===== config.mk =====
export PLATFORM = sky130hd
export DESIGN_NAME = dsram_arbiter
export DESIGN_NICKNAME = d
export VERILOG_FILES = /design/src/rtl/dsram_arbiter.sv
export SDC_FILE = /design/constraint.sdc
export NUM_CORES = 1
export LEC_CHECK = 0
export ABC_AREA = 1
export CORE_AREA = 2 2 107 109
export DETAILED_ROUTE_END_ITERATION = 7
export DIE_AREA = 0 0 109 111
export SYNTH_ARGS = -nofsm -noshare
export SYNTH_HDL_FRONTEND = slang
export SYNTH_SLANG_ARGS = --single-unit

===== constraint.sdc =====
create_clock -name clk -period 1.8 [get_ports clk]
set_clock_uncertainty 0.1 [all_clocks]
set_input_delay 0.36 -clock clk [delete_from_list [all_inputs] [get_ports clk]]
set_output_delay 0.36 -clock clk [all_outputs]
set_load 0.05 [all_outputs]

===== src/rtl/dsram_arbiter.sv =====
// Shares the single-ported data SRAM between instruction fetch and load/store,
// with a starvation guard for fetch and 1-cycle read response routing.
//
// resp_own | meaning
// ---------+----------------------------------------------
// NONE     | no read issued last cycle, no response due
// IF       | SRAM data this cycle belongs to instruction fetch
// LS       | SRAM data this cycle belongs to load/store
module dsram_arbiter #(
  parameter int unsigned STARVE_LIMIT = 4,
  parameter int unsigned CNT_W        = 3
) (
  input  logic        clk,
  input  logic        rst_n,
  input  logic        if_req,
  input  logic [31:0] if_addr,
  output logic        if_gnt,
  output logic        if_rvalid,
  output logic [31:0] if_rdata,
  input  logic        ls_req,
  input  logic        ls_we,
  input  logic [3:0]  ls_sel,
  input  logic [31:0] ls_addr,
  input  logic [31:0] ls_wdata,
  output logic        ls_gnt,
  output logic        ls_rvalid,
  output logic [31:0] ls_rdata,
  output logic        sram_en,
  output logic [3:0]  sram_we,
  output logic [31:0] sram_addr,
  output logic [31:0] sram_wdata,
  input  logic [31:0] sram_rdata,
  output logic        stall_req_if,
  output logic        stall_req_ls
);

  localparam logic [1:0] OWN_NONE = 2'd0;
  localparam logic [1:0] OWN_IF   = 2'd1;
  localparam logic [1:0] OWN_LS   = 2'd2;

  localparam logic [CNT_W-1:0] LIMIT = CNT_W'(STARVE_LIMIT);

  logic [CNT_W-1:0] r_starve_cnt;
  logic [1:0]       r_resp_own;
  logic [CNT_W-1:0] w_starve_nxt;
  logic [1:0]       w_own_nxt;
  logic             w_if_gnt;
  logic             w_ls_gnt;
  logic             w_if_forced;

  // Grants are gated by rst_n so nothing reaches the SRAM while in reset.
  always_comb begin
    w_if_forced = (r_starve_cnt == LIMIT);
    w_if_gnt    = rst_n & if_req & (~ls_req | w_if_forced);
    w_ls_gnt    = rst_n & ls_req & ~w_if_gnt;
  end

  assign if_gnt       = w_if_gnt;
  assign ls_gnt       = w_ls_gnt;
  assign stall_req_if = if_req & ~w_if_gnt;
  assign stall_req_ls = ls_req & ~w_ls_gnt;

  always_comb begin
    sram_en    = w_if_gnt | w_ls_gnt;
    sram_addr  = '0;
    sram_we    = 4'b0000;
    sram_wdata = '0;
    if (w_if_gnt) begin
      sram_addr = if_addr;
    end else if (w_ls_gnt) begin
      sram_addr  = ls_addr;
      sram_wdata = ls_wdata;
      if (ls_we) sram_we = ls_sel;
    end
  end

  // Counts consecutive fetch denials; saturates so fetch stays forced until served.
  always_comb begin
    w_starve_nxt = r_starve_cnt;
    if (w_if_gnt || !if_req) begin
      w_starve_nxt = '0;
    end else if (w_ls_gnt && (r_starve_cnt != LIMIT)) begin
      w_starve_nxt = r_starve_cnt + CNT_W'(1);
    end
  end

  always_comb begin
    w_own_nxt = OWN_NONE;
    if (w_if_gnt)                w_own_nxt = OWN_IF;
    else if (w_ls_gnt && !ls_we) w_own_nxt = OWN_LS;
  end

  always_ff @(posedge clk or negedge rst_n) begin
    if (!rst_n) begin
      r_starve_cnt <= '0;
      r_resp_own   <= OWN_NONE;
    end else begin
      r_starve_cnt <= w_starve_nxt;
      r_resp_own   <= w_own_nxt;
    end
  end

  assign if_rvalid = (r_resp_own == OWN_IF);
  assign ls_rvalid = (r_resp_own == OWN_LS);
  assign if_rdata  = if_rvalid ? sram_rdata : '0;
  assign ls_rdata  = ls_rvalid ? sram_rdata : '0;

endmodule


==> After elaboration in Yosys (flattened, before gate mapping) <==
Cells that the tools add are included.
{ "word_totals": {"register_bits": 5, "inputBits": 137, "out_inout_bits": 139, "wordCells": 37} }
{ "classes": {"n_addsub": 1, "eq_ne": 4, "muxes": 13, "bitwise_logic": 11, "reduce_logical": 6} }
{ "op_table": {"columns": ["operator", "n"], "rows": [
  ["$mux W32", 6],
  ["$mux W4", 3],
  ["$and A1 B1 Y1", 6],
  ["$mux W3", 2],
  ["$mux W2", 2],
  ["$add A3 B1 Y3 const B", 1],
  ["$eq A3 B3 Y1 const B", 1],
  ["$ne A3 B3 Y1 const B", 1],
  ["$not A1 Y1", 3],
  ["$eq A2 B1 Y1 const B", 1],
  ["$eq A2 B2 Y1 const B", 1],
  ["$logic_and A1 B1 Y1", 2],
  ["$logic_not A1 Y1", 2],
  ["$or A1 B1 Y1", 2],
  ["$reduce_bool A2 Y1", 1],
  ["$logic_or A1 B1 Y1", 1]
]} }

==> Longest topological paths before layout <==
Gate-level depths: netlist of run 1.
{ "depth": {"ltp_word": 8, "ltp_mapped": 9} }

==> Worst setup path before layout of run 1 <==
OpenSTA, ideal clock, no wires.
{ "synth_path": {"path_kind": "reg-to-output", "startpoint": "register r_resp_own[0]", "endpoint": "output port ls_rdata[10]", "t_arrival_ns": 2.167, "slack_ns": -0.827, "stages_incl_launch_ff": 5, "path_cell_list": "dfrtp_1 nor2_1 inv_1 clkbuf_1 nor2_1"} }
{ "synth_via": {"elab_chain_len": 2} }
{ "synth_rtl": {"columns": ["item", "line", "text"], "rows": [
  ["start, declared", "44", "logic [1:0] r_resp_own;"],
  ["start signal, assigned", "99", "r_resp_own <= w_own_nxt;"],
  ["$eq A2 B2 Y1", "104", "assign ls_rvalid = (r_resp_own == OWN_LS);"],
  ["net ls_rvalid", "26", "output logic ls_rvalid,"],
  ["$mux W32", "106", "assign ls_rdata = ls_rvalid ? sram_rdata : '0;"],
  ["end, declared", "27", "output logic [31:0] ls_rdata,"]
]} }
The timed path passes the listed nets, and every way through them passes these cells.

==> Worst setup path after layout of run 1 <==
{ "layout_path": {"startpoint": "register r_starve_cnt[0]", "endpoint": "output port ls_gnt"} }
{ "layout_via": {"elab_chain_len": 5} }
{ "layout_rtl": {"columns": ["item", "line", "text"], "rows": [
  ["start, declared", "43", "logic [CNT_W-1:0] r_starve_cnt;"],
  ["start signal, assigned", "98", "r_starve_cnt <= w_starve_nxt;"],
  ["$eq A3 B3 Y1", "53", "w_if_forced = (r_starve_cnt == LIMIT);"],
  ["$or A1 B1 Y1", "54", "w_if_gnt = rst_n & if_req & (~ls_req | w_if_forced);"],
  ["$and A1 B1 Y1", "54", null],
  ["$not A1 Y1", "55", "w_ls_gnt = rst_n & ls_req & ~w_if_gnt;"],
  ["$and A1 B1 Y1", "55", null],
  ["end, declared", "25", "output logic ls_gnt,"]
]} }
No other way between the ends.

==> results.md, run 1 <==
* Outcome: finished with violations
* Failing checks: setup timing
* Vias at 3077
* Synthesized area at 0.001434 mm²
* Largest net degree at the start of global routing at 34
* Seq/Total Area, Yosys at 8.726%
* Pre-CTS WS at -0.4242 ns
* Longest Clk Path Bufs at 2
* Vias in the first global route at 3090
* Root buffer cell: clkbuf_16
* IO Count at 276
* Synth Register Bits at 5
* Post-synth top area share at 27.49%
* Max-cap violations at 0
* Power density cells at 326.2 mW/mm²
* H-tree depth at 1
* Die width at 109 µm
* Wirelength per Cell at 14.40 µm
* Max_slew headroom at 83.86%
* Final Power at 2204 µW
* Synth Area per Inst at 4.412 µm²
* Core box area at 0.01108 mm²
* Crit-path max FO at 7
* Post-synth EDFFs at 0
* # port buffers at 275
* Dominant cells by area after synthesis: nor2_1 27%, nand2_1 21%, inv_1 19%, nand3_1 12%, dfrtp_1 8.7%
* Die area at 0.01210 mm²
* Post-Synthesis Cells at 325
* Initial DRT Pass Iterations at 4
* Min cycle time layout at 2.058 ns
* Initial DRC count at 92
* Asr flop ratio synth at 100.0%
* Worst Path Required at 1.34 ns
* Remaining Overflow, GRT at 0
* HPWL Detailed at 9.203 mm
* Most used DFF post-synth: dfrtp_1
* DRC viols at 0
* Drt total wl at 10.93 mm
* HP Class: input pin to asynchronous set/reset pin
* Max Slew Vio Count at 0
* CTS tree: built
* Final setup fails at 72
* Area Growth Syn to Fin at 371.1%
* Starting Density at 12.94%
* Vias per cell at 4.054
* Leak at 0.002941 µW
* Post-synth top cells: 105 x nor2_1, 82 x nand2_1, 72 x inv_1
* Crit path arrival time at 1.60 ns
* Syn nets at 464
* Max Freq at 0.4860 GHz
* Total GRT Usage at 16.62%
* Initial antenna violation count at 0
* Critical path class: flip-flop to output pin
* Row cnt at 39
* Setup slack after layout at -0.2576 ns
* Endpoint class of the critical path: output pin
* Post-synth top area cell: nor2_1
* Startpoint Class: flip-flop
* Unrepaired setup endpoints after global routing: yes
* R2R depth at 9
* Number of CTS-inserted buffers at 3
* Tcrit/Tclk final at 114.3%
* First-pass GRT wire length at 15.85 mm
* CTS clock-pin slew for the worst setup and hold paths at 0.04 ns
* Final Hold Viols at 0
* Ratio of cells with drive above 1 in the final layout at 53.25%
* Antenna cells at 0
* Clk sink count at 5
* GPL Wtd Cong at 0.7996
* Nets@finish at 756
* Maximum VDD drop at 236.6 µV
* Total number of yosys warnings at 0
* Die height at 111 µm
* Most frequent cell after synthesis: nor2_1
* Clock insertion delay at the later pin of the skew report at 0.23 ns
* Worst Max-Slew Pin Slew at 0.2422 ns
* Number of nets still failing antenna checks after routing at 0
* R2R Setup Slk at 0.28 ns
* Synth unique cells at 16
## cells by family after synthesis
family	count (synthesis)	synth area share [%]
fa+ha+maj	2	1.745
buf+inv	92	26.09
simple gates	222	61.34
xor+xnor	1	0.6109
flops	5	8.726
compound gates	3	1.483
## routing by layer
metal	track usage, %	routed length [µm]	up-vias
met2	33.62	6242	184
met4	3.504	190	0
met5	0	0	-
li1	-	-	1505
met1	15.04	3158	1372
met3	6.290	1335	16
## area by class of cell
class | instances | area (µm²)
clock buffers | 3 | 75.07
clock inverters | 1 | 5.005
fillers | 916 | 4322
inverters | 73 | 280.3
multi-input cells | 228 | 1814
flip-flops and latches | 5 | 125.1
well taps | 143 | 178.9
repair buffers | 306 | 4277
## sequential cells by signal, summed over array words and instances (netlist names)
name	count
r_starve_cnt	3
r_resp_own	2
## stage by stage
step	cell area [µm²]	util, %	setup TNS [ns]	hold WS (ns)	std cells
3_5_place_dp	6195	55.92	-28.21	0.4662	747
3_3_place_gp	6195	55.92	-26.37	0.4291	747
4_1_cts	6525	58.91	-16.84	0.1811	756
6_report	6755	60.99	-16.30	0.1772	759
2_1_floorplan	2207	-	-6.508	-0.03559	325
5_1_grt	6755	60.99	-23.61	0.2302	759
## where the power goes
| part | internal, µW | switching [µW] | total [µW] |
|---|---|---|---|
| clock network | 291 | 76.8 | 367 |
| registers | 117 | 2.57 | 120 |
| logic | 842 | 875 | 1720 |
## path summary, 6_finish.rpt
path / endpoint / startpoint
setup reg to reg: r_resp_own[1] / r_starve_cnt[1]
min in group clk: r_starve_cnt[2] / r_starve_cnt[2]
hold reg to reg: r_starve_cnt[2] / r_starve_cnt[2]
hold / removal: r_starve_cnt[1] / rst_n
max in group asynchronous: r_starve_cnt[0] / rst_n
setup / recovery: ls_gnt / r_starve_cnt[0]
## critical path: stages, from the launching register on
cell        delay [ns]
dfrtp_1           0.38
inv_2             0.09
ha_4              0.14
nand2_4           0.07
nand2_4           0.09
nand2_8           0.07
nand2_8           0.12
buf_12            0.16
clkinvlp_4        0.10
buf_12            0.15
## placed cells by master, fill, tap and decap left out, drive strengths merged
cell type | netlist | routed
a21boi | 1 | 1
a21oi | 2 | 2
buf | 9 | 169
clkbuf | 10 | 4
clkdlybuf4s50 | 0 | 133
clkinv | 0 | 1
clkinvlp | 0 | 1
dfrtp | 5 | 5
dlygate4sd2 | 0 | 3
ha | 2 | 2
inv | 73 | 72
nand2 | 84 | 84
nand3 | 33 | 33
nor2 | 105 | 105
xor2 | 1 | 1
## timing repair
item                       4_1_cts  5_1_grt
hold buffers                     0        0
pin swaps                       12        5
resized for setup               47       53
setup buffers                    4        1
cloned                           2        2
setup endpoints to repair       83      115
Note: power is estimated with default switching activity, not from simulation.
==> run 2: changes to the inputs <==
SLEW_MARGIN = 20   (was default)
==> results of run 2 <==
No change in the layout: final DEF, timing and power equal those of run 1.
